<file path="config.mk">
export PLATFORM = sky130hd
export DESIGN_NAME = sram_bank_gate_ctrl
export DESIGN_NICKNAME = d
export VERILOG_FILES = /design/src/rtl/sram_bank_gate_ctrl.sv
export SDC_FILE = /design/constraint.sdc
export NUM_CORES = 1
export LEC_CHECK = 0
export ABC_CLOCK_PERIOD_IN_PS = 5900
export CORE_ASPECT_RATIO = 1.25
export CORE_MARGIN = 2
export CORE_UTILIZATION = 60
export CTS_CLUSTER_SIZE = 10
export DETAILED_ROUTE_END_ITERATION = 12
export GPL_TIMING_DRIVEN = 0
export PLACE_DENSITY_LB_ADDON = 0.2
export SLEW_MARGIN = 20
export SYNTH_ARGS = -nofsm -noshare
export SYNTH_HDL_FRONTEND = slang
export SYNTH_SLANG_ARGS = --single-unit
</file>
<file path="constraint.sdc">
create_clock -name hclk -period 5.9 [get_ports hclk]
set_input_delay 1.18 -clock hclk [delete_from_list [all_inputs] [get_ports hclk]]
set_output_delay 1.18 -clock hclk [all_outputs]
set_load 0.02 [all_outputs]
</file>
<file path="src/rtl/sram_bank_gate_ctrl.sv">
// rtl/sram_bank_gate_ctrl.sv - per-bank clock-gate sequencer for the four MACB SRAM banks
//
// Each bank runs its own ON / GATED / WAKE FSM. In ON the bank gates after
// idle_limit idle cycles (when auto_gate_en) or on force_gate. In GATED only
// an access wakes it. WAKE runs the bank clock for WAKE_CYCLES cycles before
// bank_ready rises.
//
// Optional feature macro: SRAM_GATE_CTRL_WAKE_STATS_EN
//   defined   : wake_count is a saturating count of wake events
//   undefined : wake_count is tied to 16'h0
//
// Ports:
//   hclk, n_hreset       clock, asynchronous active-low reset
//   auto_gate_en         enables idle-timeout gating
//   idle_limit           idle cycles before auto-gate (0 disables auto-gate)
//   force_gate[3:0]      per-bank gate request (level)
//   bank_access[3:0]     per-bank access request, held until bank_ready
//   bank_ready[3:0]      1 = access completes this cycle
//   clk_sram_en[3:0]     per-bank clock enable
//   gated_status[3:0]    1 = bank GATED
//   all_gated            AND of gated_status
//   wake_count[15:0]     total wake events, saturating

module sram_bank_gate_ctrl #(
    parameter int IDLE_W      = 8,
    parameter int WAKE_CYCLES = 2
) (
    input  logic              hclk,
    input  logic              n_hreset,
    input  logic              auto_gate_en,
    input  logic [IDLE_W-1:0] idle_limit,
    input  logic [3:0]        force_gate,
    input  logic [3:0]        bank_access,
    output logic [3:0]        bank_ready,
    output logic [3:0]        clk_sram_en,
    output logic [3:0]        gated_status,
    output logic              all_gated,
    output logic [15:0]       wake_count
);

    typedef enum logic [1:0] {
        ST_ON    = 2'd0,
        ST_GATED = 2'd1,
        ST_WAKE  = 2'd2
    } bank_state_e;

    localparam logic [3:0]      WAKE_LAST = 4'(WAKE_CYCLES - 1);
    localparam logic [IDLE_W:0] ONE_EXT   = (IDLE_W+1)'(1);

    bank_state_e       state_q    [4];
    bank_state_e       state_d    [4];
    logic [IDLE_W-1:0] idle_cnt_q [4];
    logic [IDLE_W-1:0] idle_cnt_d [4];
    logic [3:0]        wake_cnt_q [4];
    logic [3:0]        wake_cnt_d [4];

    always_ff @(posedge hclk or negedge n_hreset) begin
        if (!n_hreset) begin
            for (int i = 0; i < 4; i++) begin
                state_q[i]    <= ST_ON;
                idle_cnt_q[i] <= '0;
                wake_cnt_q[i] <= '0;
            end
        end else begin
            for (int i = 0; i < 4; i++) begin
                state_q[i]    <= state_d[i];
                idle_cnt_q[i] <= idle_cnt_d[i];
                wake_cnt_q[i] <= wake_cnt_d[i];
            end
        end
    end

    always_comb begin
        for (int i = 0; i < 4; i++) begin
            state_d[i]    = state_q[i];
            idle_cnt_d[i] = idle_cnt_q[i];
            wake_cnt_d[i] = wake_cnt_q[i];
            case (state_q[i])
                ST_ON: begin
                    // Access beats both forced and timed gating in the same cycle.
                    if (bank_access[i]) begin
                        idle_cnt_d[i] = '0;
                    end else if (force_gate[i]) begin
                        state_d[i]    = ST_GATED;
                        idle_cnt_d[i] = '0;
                    end else if (auto_gate_en && (idle_limit != '0) &&
                                 (({1'b0, idle_cnt_q[i]} + ONE_EXT) >= {1'b0, idle_limit})) begin
                        // Extended compare so a saturated counter still reaches the limit.
                        state_d[i]    = ST_GATED;
                        idle_cnt_d[i] = '0;
                    end else if (idle_cnt_q[i] != '1) begin
                        idle_cnt_d[i] = idle_cnt_q[i] + IDLE_W'(1);
                    end
                end
                ST_GATED: begin
                    idle_cnt_d[i] = '0;
                    if (bank_access[i]) begin
                        state_d[i]    = ST_WAKE;
                        wake_cnt_d[i] = '0;
                    end
                end
                ST_WAKE: begin
                    // force_gate is deliberately ignored until the held access completes.
                    if (wake_cnt_q[i] == WAKE_LAST) begin
                        state_d[i]    = ST_ON;
                        idle_cnt_d[i] = '0;
                        wake_cnt_d[i] = '0;
                    end else begin
                        wake_cnt_d[i] = wake_cnt_q[i] + 4'd1;
                    end
                end
                default: begin
                    state_d[i]    = ST_ON;
                    idle_cnt_d[i] = '0;
                    wake_cnt_d[i] = '0;
                end
            endcase
        end
    end

    always_comb begin
        clk_sram_en  = '0;
        bank_ready   = '0;
        gated_status = '0;
        for (int i = 0; i < 4; i++) begin
            clk_sram_en[i]  = (state_q[i] != ST_GATED);
            bank_ready[i]   = (state_q[i] == ST_ON);
            gated_status[i] = (state_q[i] == ST_GATED);
        end
        all_gated = &gated_status;
    end

`ifdef SRAM_GATE_CTRL_WAKE_STATS_EN
    logic [2:0]  n_wake;
    logic [16:0] wake_sum;
    logic [15:0] wake_count_q;

    always_comb begin
        n_wake = '0;
        for (int i = 0; i < 4; i++) begin
            if ((state_q[i] == ST_GATED) && bank_access[i]) begin
                n_wake = n_wake + 3'd1;
            end
        end
        wake_sum = {1'b0, wake_count_q} + {14'd0, n_wake};
    end

    always_ff @(posedge hclk or negedge n_hreset) begin
        if (!n_hreset) begin
            wake_count_q <= '0;
        end else begin
            wake_count_q <= wake_sum[16] ? 16'hFFFF : wake_sum[15:0];
        end
    end

    assign wake_count = wake_count_q;
`else
    assign wake_count = 16'h0;
`endif

endmodule

</file>
# == Word level (Yosys, flattened, before mapping) ==
# Cells that the tools add are included.
# op_classes
n_reduce_logical,23
n_eq_ne,40
n_mux,60
addsub,12
bitwise_logic,4
magnitude_cmp,4
# ops
op,n
2-to-1 mux 8 bit,20
case mux 8 bit (2 select lines),4
case mux 4 bit (3 select lines),4
2-to-1 mux 2 bit,20
"adder 8 x 1 -> 9 bit, second input constant",4
>= comparator 9 x 8 -> 1 bit,4
"adder 8 x 1 -> 8 bit, second input constant",4
2-to-1 mux 4 bit,8
"!= test 8 bit, second input constant",4
"!= test 2 bit, second input constant",12
case mux 2 bit (3 select lines),4
"!= test 5 x 3 -> 1 bit, second input constant",4
AND reduction 4 bit,5
"adder 4 x 1 -> 4 bit, second input constant",4
"equality test 4 x 1 -> 1 bit, second input constant",4
AND reduction 2 bit,8
"!= test 3 x 2 -> 1 bit, second input constant",4
"equality test 2 x 1 -> 1 bit, second input constant",4
"equality test 2 bit, second input constant",4
zero test 2 bit,4
"!= test 2 x 1 -> 1 bit, second input constant",4
nonzero test 8 bit,1
logical AND 1 bit,5
inverter 1 bit,4
# totals
out_inout_bits,29
wordCells,155
regBits,56

# == Longest topological paths before layout ==
# Gate-level depths: netlist of the first run.
# logic_depth
ltp_word,7
depth_mapped,12
depth_no_buf,12

# == Worst setup path before layout of the first run ==
# No wires, ideal clock.
# synth_timing
path_kind,input port to flip-flop
startpoint,in idle_limit[7]
endpoint,reg idle_cnt_q[28] (netlist bit)
arrival_ns,2.707
required_time_ns,5.779
setup_slack_ns,3.072
path_stages,8
setup_time_ns,0.121
cell_sequence,inv_1 ha_1 and3_1 nand3_1 o31ai_1 nand2_1 a31o_2 a22o_1
# synth_via
elab_chain_len,7
word_cells_on_any_way,10
classes_between,1 x order compare; 1 x eq/ne; 4 x mux; 4 x reduce/logical
# synth_lines
element,line,rtl
start: declaration,31,"input logic [IDLE_W-1:0] idle_limit,"
"parallel branches: the longest is 2 deep, another holds >= comparator 9 x 8 -> 1 bit",--,
logical AND 1 bit (*),86,end else if (auto_gate_en && (idle_limit != '0) &&
2-to-1 mux 8 bit,86,
2-to-1 mux 8 bit,83,end else if (force_gate[i]) begin
2-to-1 mux 8 bit,81,if (bank_access[i]) begin
case mux 8 bit (2 select lines),78,case (state_q[i])
end signal: indexed assignment,67,idle_cnt_q[i] <= idle_cnt_d[i];
end: declaration,52,logic [IDLE_W-1:0] idle_cnt_q [4];
# Mark *: on every way between the ends.
# A chain may end at the register's enable or synchronous reset.

# == Final worst setup path of the first run ==
# layout_timing
startpoint,in idle_limit[0]
endpoint,reg idle_cnt_q[0] (netlist bit)
# Same word-level chain as after synthesis.

==> results of run 1 <==
## layout by cell type (no fill, tap or decap), types with 8 or more instances in the layout
cell / instances
a21oi_1: 11
nand2b_1: 11
xnor2_1: 10
nand2_1: 56
ha_1: 44
a21o_1: 9
xor2_1: 8
nor2_1: 33
a211oi_1: 8
o21ai_0: 33
nand3_1: 23
dfrtp_1: 56
clkdlybuf4s50_1: 30
conb_1: 16
buf_4: 17
nor2b_1: 11
and3_1: 8
inv_1: 18
## how the worst max path moves through the flow
stage / end / slack (ns) / cells after the start
after floorplan: idle_cnt_q[28] / 3.07 / 8
after global placement: wake_cnt_q[0] / 1.90 / 1
after detailed placement: idle_cnt_q[0] / 2.08 / 8
after CTS: idle_cnt_q[0] / 2.40 / 8
after global routing: idle_cnt_q[28] / 2.19 / 12
final: idle_cnt_q[0] / 2.39 / 8
## metal layers
| layer | track usage, % | routed length [µm] | share of wire [%] |
|---|---|---|---|
| met4 | 9.545 | 182 | 2.2 |
| met3 | 3.155 | 297 | 3.6 |
| met5 | 0 | 0 | 0 |
| met2 | 42.77 | 4131 | 51 |
| met1 | 29.26 | 3539 | 43 |
## power by group through the flow
stage / logic [W] / registers, W / clock network [W]
global route: 0.000537 / 0.000531 / 0.000231
finish: 0.000476 / 0.000516 / 0.000211
detailed placement: 0.000479 / 0.000523 / 0
floorplan: 0.000322 / 0.000507 / 0
CTS: 0.000482 / 0.000515 / 0.000215
global placement: 0.000462 / 0.000521 / 0
## cell type report
class | instances | area [µm²]
well taps | 87 | 108.9
clock inverters | 3 | 18.77
repair buffers | 31 | 307.8
clock buffers | 5 | 68.82
multi-input cells | 362 | 2421
flip-flops and latches | 56 | 1401
plain buffers | 17 | 125.1
inverters | 18 | 67.56
fillers | 532 | 1963
## through the flow
stage | power (W) | setup WS [ns]
2_1_floorplan | 0.0008294 | 3.072
3_3_place_gp | 0.0009835 | 1.897
3_5_place_dp | 0.001003 | 2.081
4_1_cts | 0.001212 | 2.400
5_1_grt | 0.001299 | 2.186
6_report | 0.001203 | 2.388
## sequential cells by signal, indices dropped and copies added, names as in the netlist
signal / cells
idle_cnt_q: 32
state_q: 8
wake_cnt_q: 16
## worst max-delay path, delay by kind of cell
kind / cells / cell delay, ns
mux: 1 / 0.30
compound gates: 2 / 0.91
buf+inv: 2 / 0.99
simple gates: 3 / 0.33
## cells by family (layout without fill, tap and decap cells)
family,Yosys count,after routing
AOI/OAI and AO/OA,106,106
xor gates and xnor gates,18,18
adders and majority gates,44,44
buffers and inverters,35,74
DFF,56,56
muxes,3,3
other,1,16
and+or+nand+nor,175,175
==> flow_summary_export.csv, run 1 <==
group,metric,value,unit
logic_synthesis,synth_compound_area_share,18.99,%
cts,cts_resized,0,
layout,antenna_cells,0,
logic_synthesis,ys_types,53,
floorplanning,dieArea,0.007268,mm²
placed_design,place_inst,571,
floorplanning,rows,33,
critical_path,regToRegStartpoint,"idle_cnt_q[24]",
critical_path,criticalPathCategory,"input pin to register",
critical_path,crit_slowest_cell,"clkdlybuf4s50_1",
routing,dr_total_vias,3351,
placed_design,numPortBuffers,31,
floorplanning,start_util,61.07,%
logic_synthesis,synth-seq-area-share,35.40,%
pwr,p_int,0.0007268,W
critical_path,crit_chain,"clkdlybuf4s50_1 > nor4_1 > a21boi_1 > buf_2 > nor2_1 > a31oi_1 > nor2_2 > mux2_2",
critical_path,r2r-end,"idle_cnt_q[28]",
logic_synthesis,netlist_top_cells_count,"dfrtp_1, nand2_1, ha_1",
timing,min_period_over_period,59.53,%
hold_path,min_from,"wake_cnt_q[7]",
timing,holdWs,0.4860,ns
cts,ctsHoldBuffers,0,
critical_path,worstPathArrival,3.71,ns
routing,ant_nets,0,
routing,wl_per_cell,14.08,µm
critical_path,cp_max_fo,10,
cts,clockBufferDepth,2,
logic_synthesis,synthFlopType,"dfrtp_1",
layout,final_nets,554,
pwr,seqPwrFrac,42.9,%
critical_path,rrSetupSlack,2.49,ns
hold_path,hold_depth,1,
routing,drc_errors,0,
cts,postCtsSetupRepairBufs,0,
layout,area_growth,14.16,%
logic_synthesis,syn_avg_cell_area,9.038,µm²
cts,ctsRootBufferMaster,"clkbuf_8",
layout,fin_util,69.72,%
placed_design,gp_routability_congestion,0.9151,
floorplanning,die_h,94.82,µm
grt,grt.total_usage,23.86,%
logic_synthesis,synth_xor_area_share,3.982,%
routing,wirelength,8.151,mm
layout,fin_cells,579,
logic_synthesis,synthAdderAreaFrac,13.91,%
cts,cts_buffers,5,
pwr,p_sw,0.0004763,W
timing,drv_slew,0,
timing,setup_violations,0,
pwr,clock_power_share,17.5,%
grt,grt_max_degree,57,
logic_synthesis,netlist.area_leader.share,35.40,%
routing,dr.pass1.iters,4,
floorplanning,top_level_ports,48,
pwr,switching_share,39.59,%
critical_path,slowest_delay,0.64,ns
grt,antenna_found_initial,0,
logic_synthesis,synth-simple-area-share,21.93,%
critical_path,critPathLaunch,"idle_limit[0]",
cts,clkSinkCount,56,
hold_path,hp-class,"register to register",
timing,min_period,3.512,ns
logic_synthesis,syn-instance-count,438,
cts,cts_tree,"done",
critical_path,required,6.10,ns
cts,cts.clk_slew.worst_paths,0.10,ns
timing,max_freq,0.2847,GHz
logic_synthesis,synth_largest_area_cell,"dfrtp_1",
timing,tns,0,ns
hold_path,hold_end,"wake_cnt_q[7]",
logic_synthesis,async_flop_share,100.0,%
placed_design,dpl.hpwl,6.202,mm
pwr,p_leak,2.312,nW
timing,rsz0062_at_grt,"no",
cts,htreeDepth,2,
logic_synthesis,synth_mux_area_share,0.8217,%
logic_synthesis,synth.cell_area,0.003959,mm²
logic_synthesis,synth-edff-count,0,
logic_synthesis,yosysWarnings,0,
grt,grt_pass1_vias,3220,
pwr,p_comb_share,39.6,%
cts,worstSkewPairLatency,0.31,ns
floorplanning,die_w,76.65,µm
layout,drive_gt1_share,9.553,%
logic_synthesis,synth_top_family_by_area,"simple AND/OR/NAND/NOR gates",
timing,skew,0.01010,ns
grt,grt_overflow_total,0,
grt,grt_pass1_wl,14.17,mm
pwr,max-vdd-ir-drop,155.2,µV
placed_design,placed_area,0.004432,mm²
flow_run,maxCapViolations,0,
critical_path,reg2reg_depth,12,
timing,tightest_slew,0.7003,ns
timing,timing.slew.headroom,53.31,%
critical_path,cp-start-kind,"input pin",
logic_synthesis,synth_area_leaders,"dfrtp_1, ha_1, nand2_1",
floorplanning,core_area,0.006482,mm²
routing,vias_per_cell,5.788,
outcome,status,"finished, final reports clean",
routing,drt_iter0_drc,217,
logic_synthesis,ys_ff_latch,56,
layout,stdcell_area,0.004519,mm²
timing,finalHoldViolations,0,
pwr,power.density,266.2,mW/mm²
critical_path,critPathCaptureType,"register",
No activity file was read; power rests on OpenSTA's default activity.
==> inputs of run 2 (changes only) <==
--- a/config.mk
+++ b/config.mk
@@ -5,10 +5,10 @@
 export SDC_FILE = /design/constraint.sdc
 export NUM_CORES = 1
 export LEC_CHECK = 0
-export ABC_CLOCK_PERIOD_IN_PS = 5900
+export ABC_CLOCK_PERIOD_IN_PS = 2950
 export CORE_ASPECT_RATIO = 1.25
 export CORE_MARGIN = 2
-export CORE_UTILIZATION = 60
+export CORE_UTILIZATION = 51
 export CTS_CLUSTER_SIZE = 10
 export DETAILED_ROUTE_END_ITERATION = 12
 export GPL_TIMING_DRIVEN = 0
==> constraint.sdc (replaced) <==
create_clock -name hclk -period 2.95 [get_ports hclk]
set_input_delay 0.59 -clock hclk [delete_from_list [all_inputs] [get_ports hclk]]
set_output_delay 0.59 -clock hclk [all_outputs]
set_load 0.02 [all_outputs]
==> run 2 against run 1 <==
  * Largest power group unchanged
  * Combinational power increased by 110%
  * Cell count increased by 1.7%
  * Core utilization decreased by 6.1 points
  * Critical endpoint is now idle_cnt_q[28]
  * Critical path type is now register to register
  * Flip-flop and latch count unchanged
  * Highest routed layer unchanged
  * Die area increased by 17%
  * Worst hold slack got worse by 0.16 ns
  * Setup slack got worse by 2.3 ns
  * Via count increased by 0.27%
  * Sequential share of layout area decreased by 1.3 points
==> flow_summary_export.csv, run 2 (synthesis gave the netlist of run 1 again) <==
group,metric,value,unit
outcome,status,"finished, final reports clean",
timing,rsz0062_at_grt,"yes",
layout,largestRegisters,"idle_cnt_q (32), wake_cnt_q (16), state_q (8)",
floorplanning,start_util,53.18,%
critical_path,critPathCaptureType,"register",
timing,min_period_over_period,96.59,%
critical_path,required,3.16,ns
routing,drt_iter0_drc,193,
timing,tightest_slew,0.7128,ns
timing,skew,0.01095,ns
timing,tns,0,ns
flow_run,maxCapViolations,0,
hold_path,hp-class,"input pin to async pin",
critical_path,cp_max_fo,5,
pwr,max-vdd-ir-drop,336.4,µV
floorplanning,die_w,82.80,µm
critical_path,crit_chain,"ha_4 > nand3_4 > nor2_4 > nor2b_1 > or2_2 > ha_1 > and3_4 > nand3_1 > o31ai_4 > nand2_2 > a31o_2 > a22o_1",
grt,grt_pass1_wl,14.61,mm
critical_path,cp-start-kind,"register",
critical_path,slowest_delay,0.42,ns
cts,htreeDepth,2,
placed_design,gp_routability_congestion,0.8775,
layout,area_growth,19.60,%
floorplanning,rows,35,
cts,worstSkewPairLatency,0.31,ns
grt,grt_overflow_total,0,
placed_design,numPortBuffers,31,
timing,timing.slew.headroom,52.48,%
layout,final_nets,560,
critical_path,worstPathArrival,3.06,ns
placed_design,place_inst,576,
timing,min_period,2.849,ns
floorplanning,core_area,0.007445,mm²
cts,cts_tree,"done",
floorplanning,top_level_ports,48,
critical_path,crit_buf_inv,0,
grt,grt.total_usage,20.90,%
critical_path,crit_family,"simple AND/OR/NAND/NOR gates",
timing,drv_slew,0,
timing,holdWs,0.3249,ns
layout,drive_gt1_share,14.69,%
floorplanning,die_h,102.5,µm
timing,max_freq,0.3510,GHz
routing,dr_total_vias,3360,
cts,clkSinkCount,56,
pwr,power.density,553.0,mW/mm²
layout,largest_reg_flops,32,
grt,grt_max_degree,57,
layout,fin_cells,589,
floorplanning,dieArea,0.008487,mm²
timing,finalHoldViolations,0,
pwr,total_power,0.002618,W
routing,wl_per_cell,15.04,µm
timing,setup_violations,0,
cts,ctsRootBufferMaster,"clkbuf_8",
grt,antenna_found_initial,0,
cts,cts_buffers,5,
grt,grt_pass1_vias,3179,
pwr,p_leak,2.367,nW
layout,layout_common_cells,"nand2_1, dfrtp_1, ha_1",
critical_path,crit_slowest_cell,"dfrtp_2",
routing,vias_per_cell,5.705,
routing,wirelength,8.861,mm
layout,antenna_cells,0,
critical_path,criticalPathCategory,"register to register",
layout,fin_util,63.60,%
routing,drc_errors,0,
placed_design,dpl.hpwl,6.482,mm
layout,max_flop_register,"idle_cnt_q",
routing,ant_nets,0,
cts,cts.clk_slew.worst_paths,0.10,ns
routing,dr.pass1.iters,4,
cts,clockBufferDepth,2,
run 2: power breakdown:
group          internal, W  leakage [nW]  total [W]  switching [W]
registers         0.000885         0.760    0.00104       0.000157
logic             0.000420          1.54   0.000992       0.000572
clock network     0.000334        0.0642   0.000584       0.000249
run 2: final cells by class:
| cell class | instances | area, µm² |
|---|---|---|
| inverters | 18 | 67.56 |
| well taps | 92 | 115.1 |
| repair buffers | 37 | 352.8 |
| flip-flops and latches | 56 | 1405 |
| fillers | 661 | 2710 |
| plain buffers | 17 | 125.1 |
| clock inverters | 2 | 60.06 |
| clock buffers | 5 | 68.82 |
| multi-input cells | 362 | 2540 |
run 2: what timing repair did:
action,4_1_cts,5_1_grt
endpoints found under the setup margin,15,21
buffers inserted,0,6
hold buffers,0,0
pin swaps,0,4
gates resized for setup,11,17
run 2: layer usage:
metal,wire length [µm],vias to the layer above,share of wire (%),GRT usage (%)
met3,188,16,2.1,2.882
met1,3899,1617,44,25.33
met5,0,-,0,0
met2,4570,50,52,37.97
li1,-,1677,-,-
met4,203,0,2.3,8.323
run 2: path summary, 6_finish.rpt:
kind                                     start             end  slack, ns  depth (start not counted)
max in group asynchronous             n_hreset   idle_cnt_q[8]       2.11                          1
worst min register to register  wake_cnt_q[11]  wake_cnt_q[11]       0.48                          1
worst min-delay path                  n_hreset  idle_cnt_q[28]       0.32                          1
worst max register to register  idle_cnt_q[24]  idle_cnt_q[28]       0.10                         12
min in group hclk               wake_cnt_q[11]  wake_cnt_q[11]       0.48                          1
worst max-delay path            idle_cnt_q[24]  idle_cnt_q[28]       0.10                         12
run 2: through the flow:
| step | setup slack (ns) | instance area (µm²) |
|---|---|---|
| after floorplan | 0.1300 | 4015 |
| after global placement | -0.5079 | 4441 |
| after detailed placement | -0.2977 | 4438 |
| after CTS | -0.02021 | 4622 |
| after global routing | -0.03241 | 4735 |
| final | 0.1007 | 4735 |
run 2: worst reg2reg max path, cell delays in order, from the launching register on:
cell	delay, ns
dfrtp_2	0.42
ha_4	0.17
nand3_4	0.11
nor2_4	0.15
nor2b_1	0.06
or2_2	0.30
ha_1	0.30
and3_4	0.19
nand3_1	0.11
o31ai_4	0.33
nand2_2	0.13
a31o_2	0.26
a22o_1	0.22
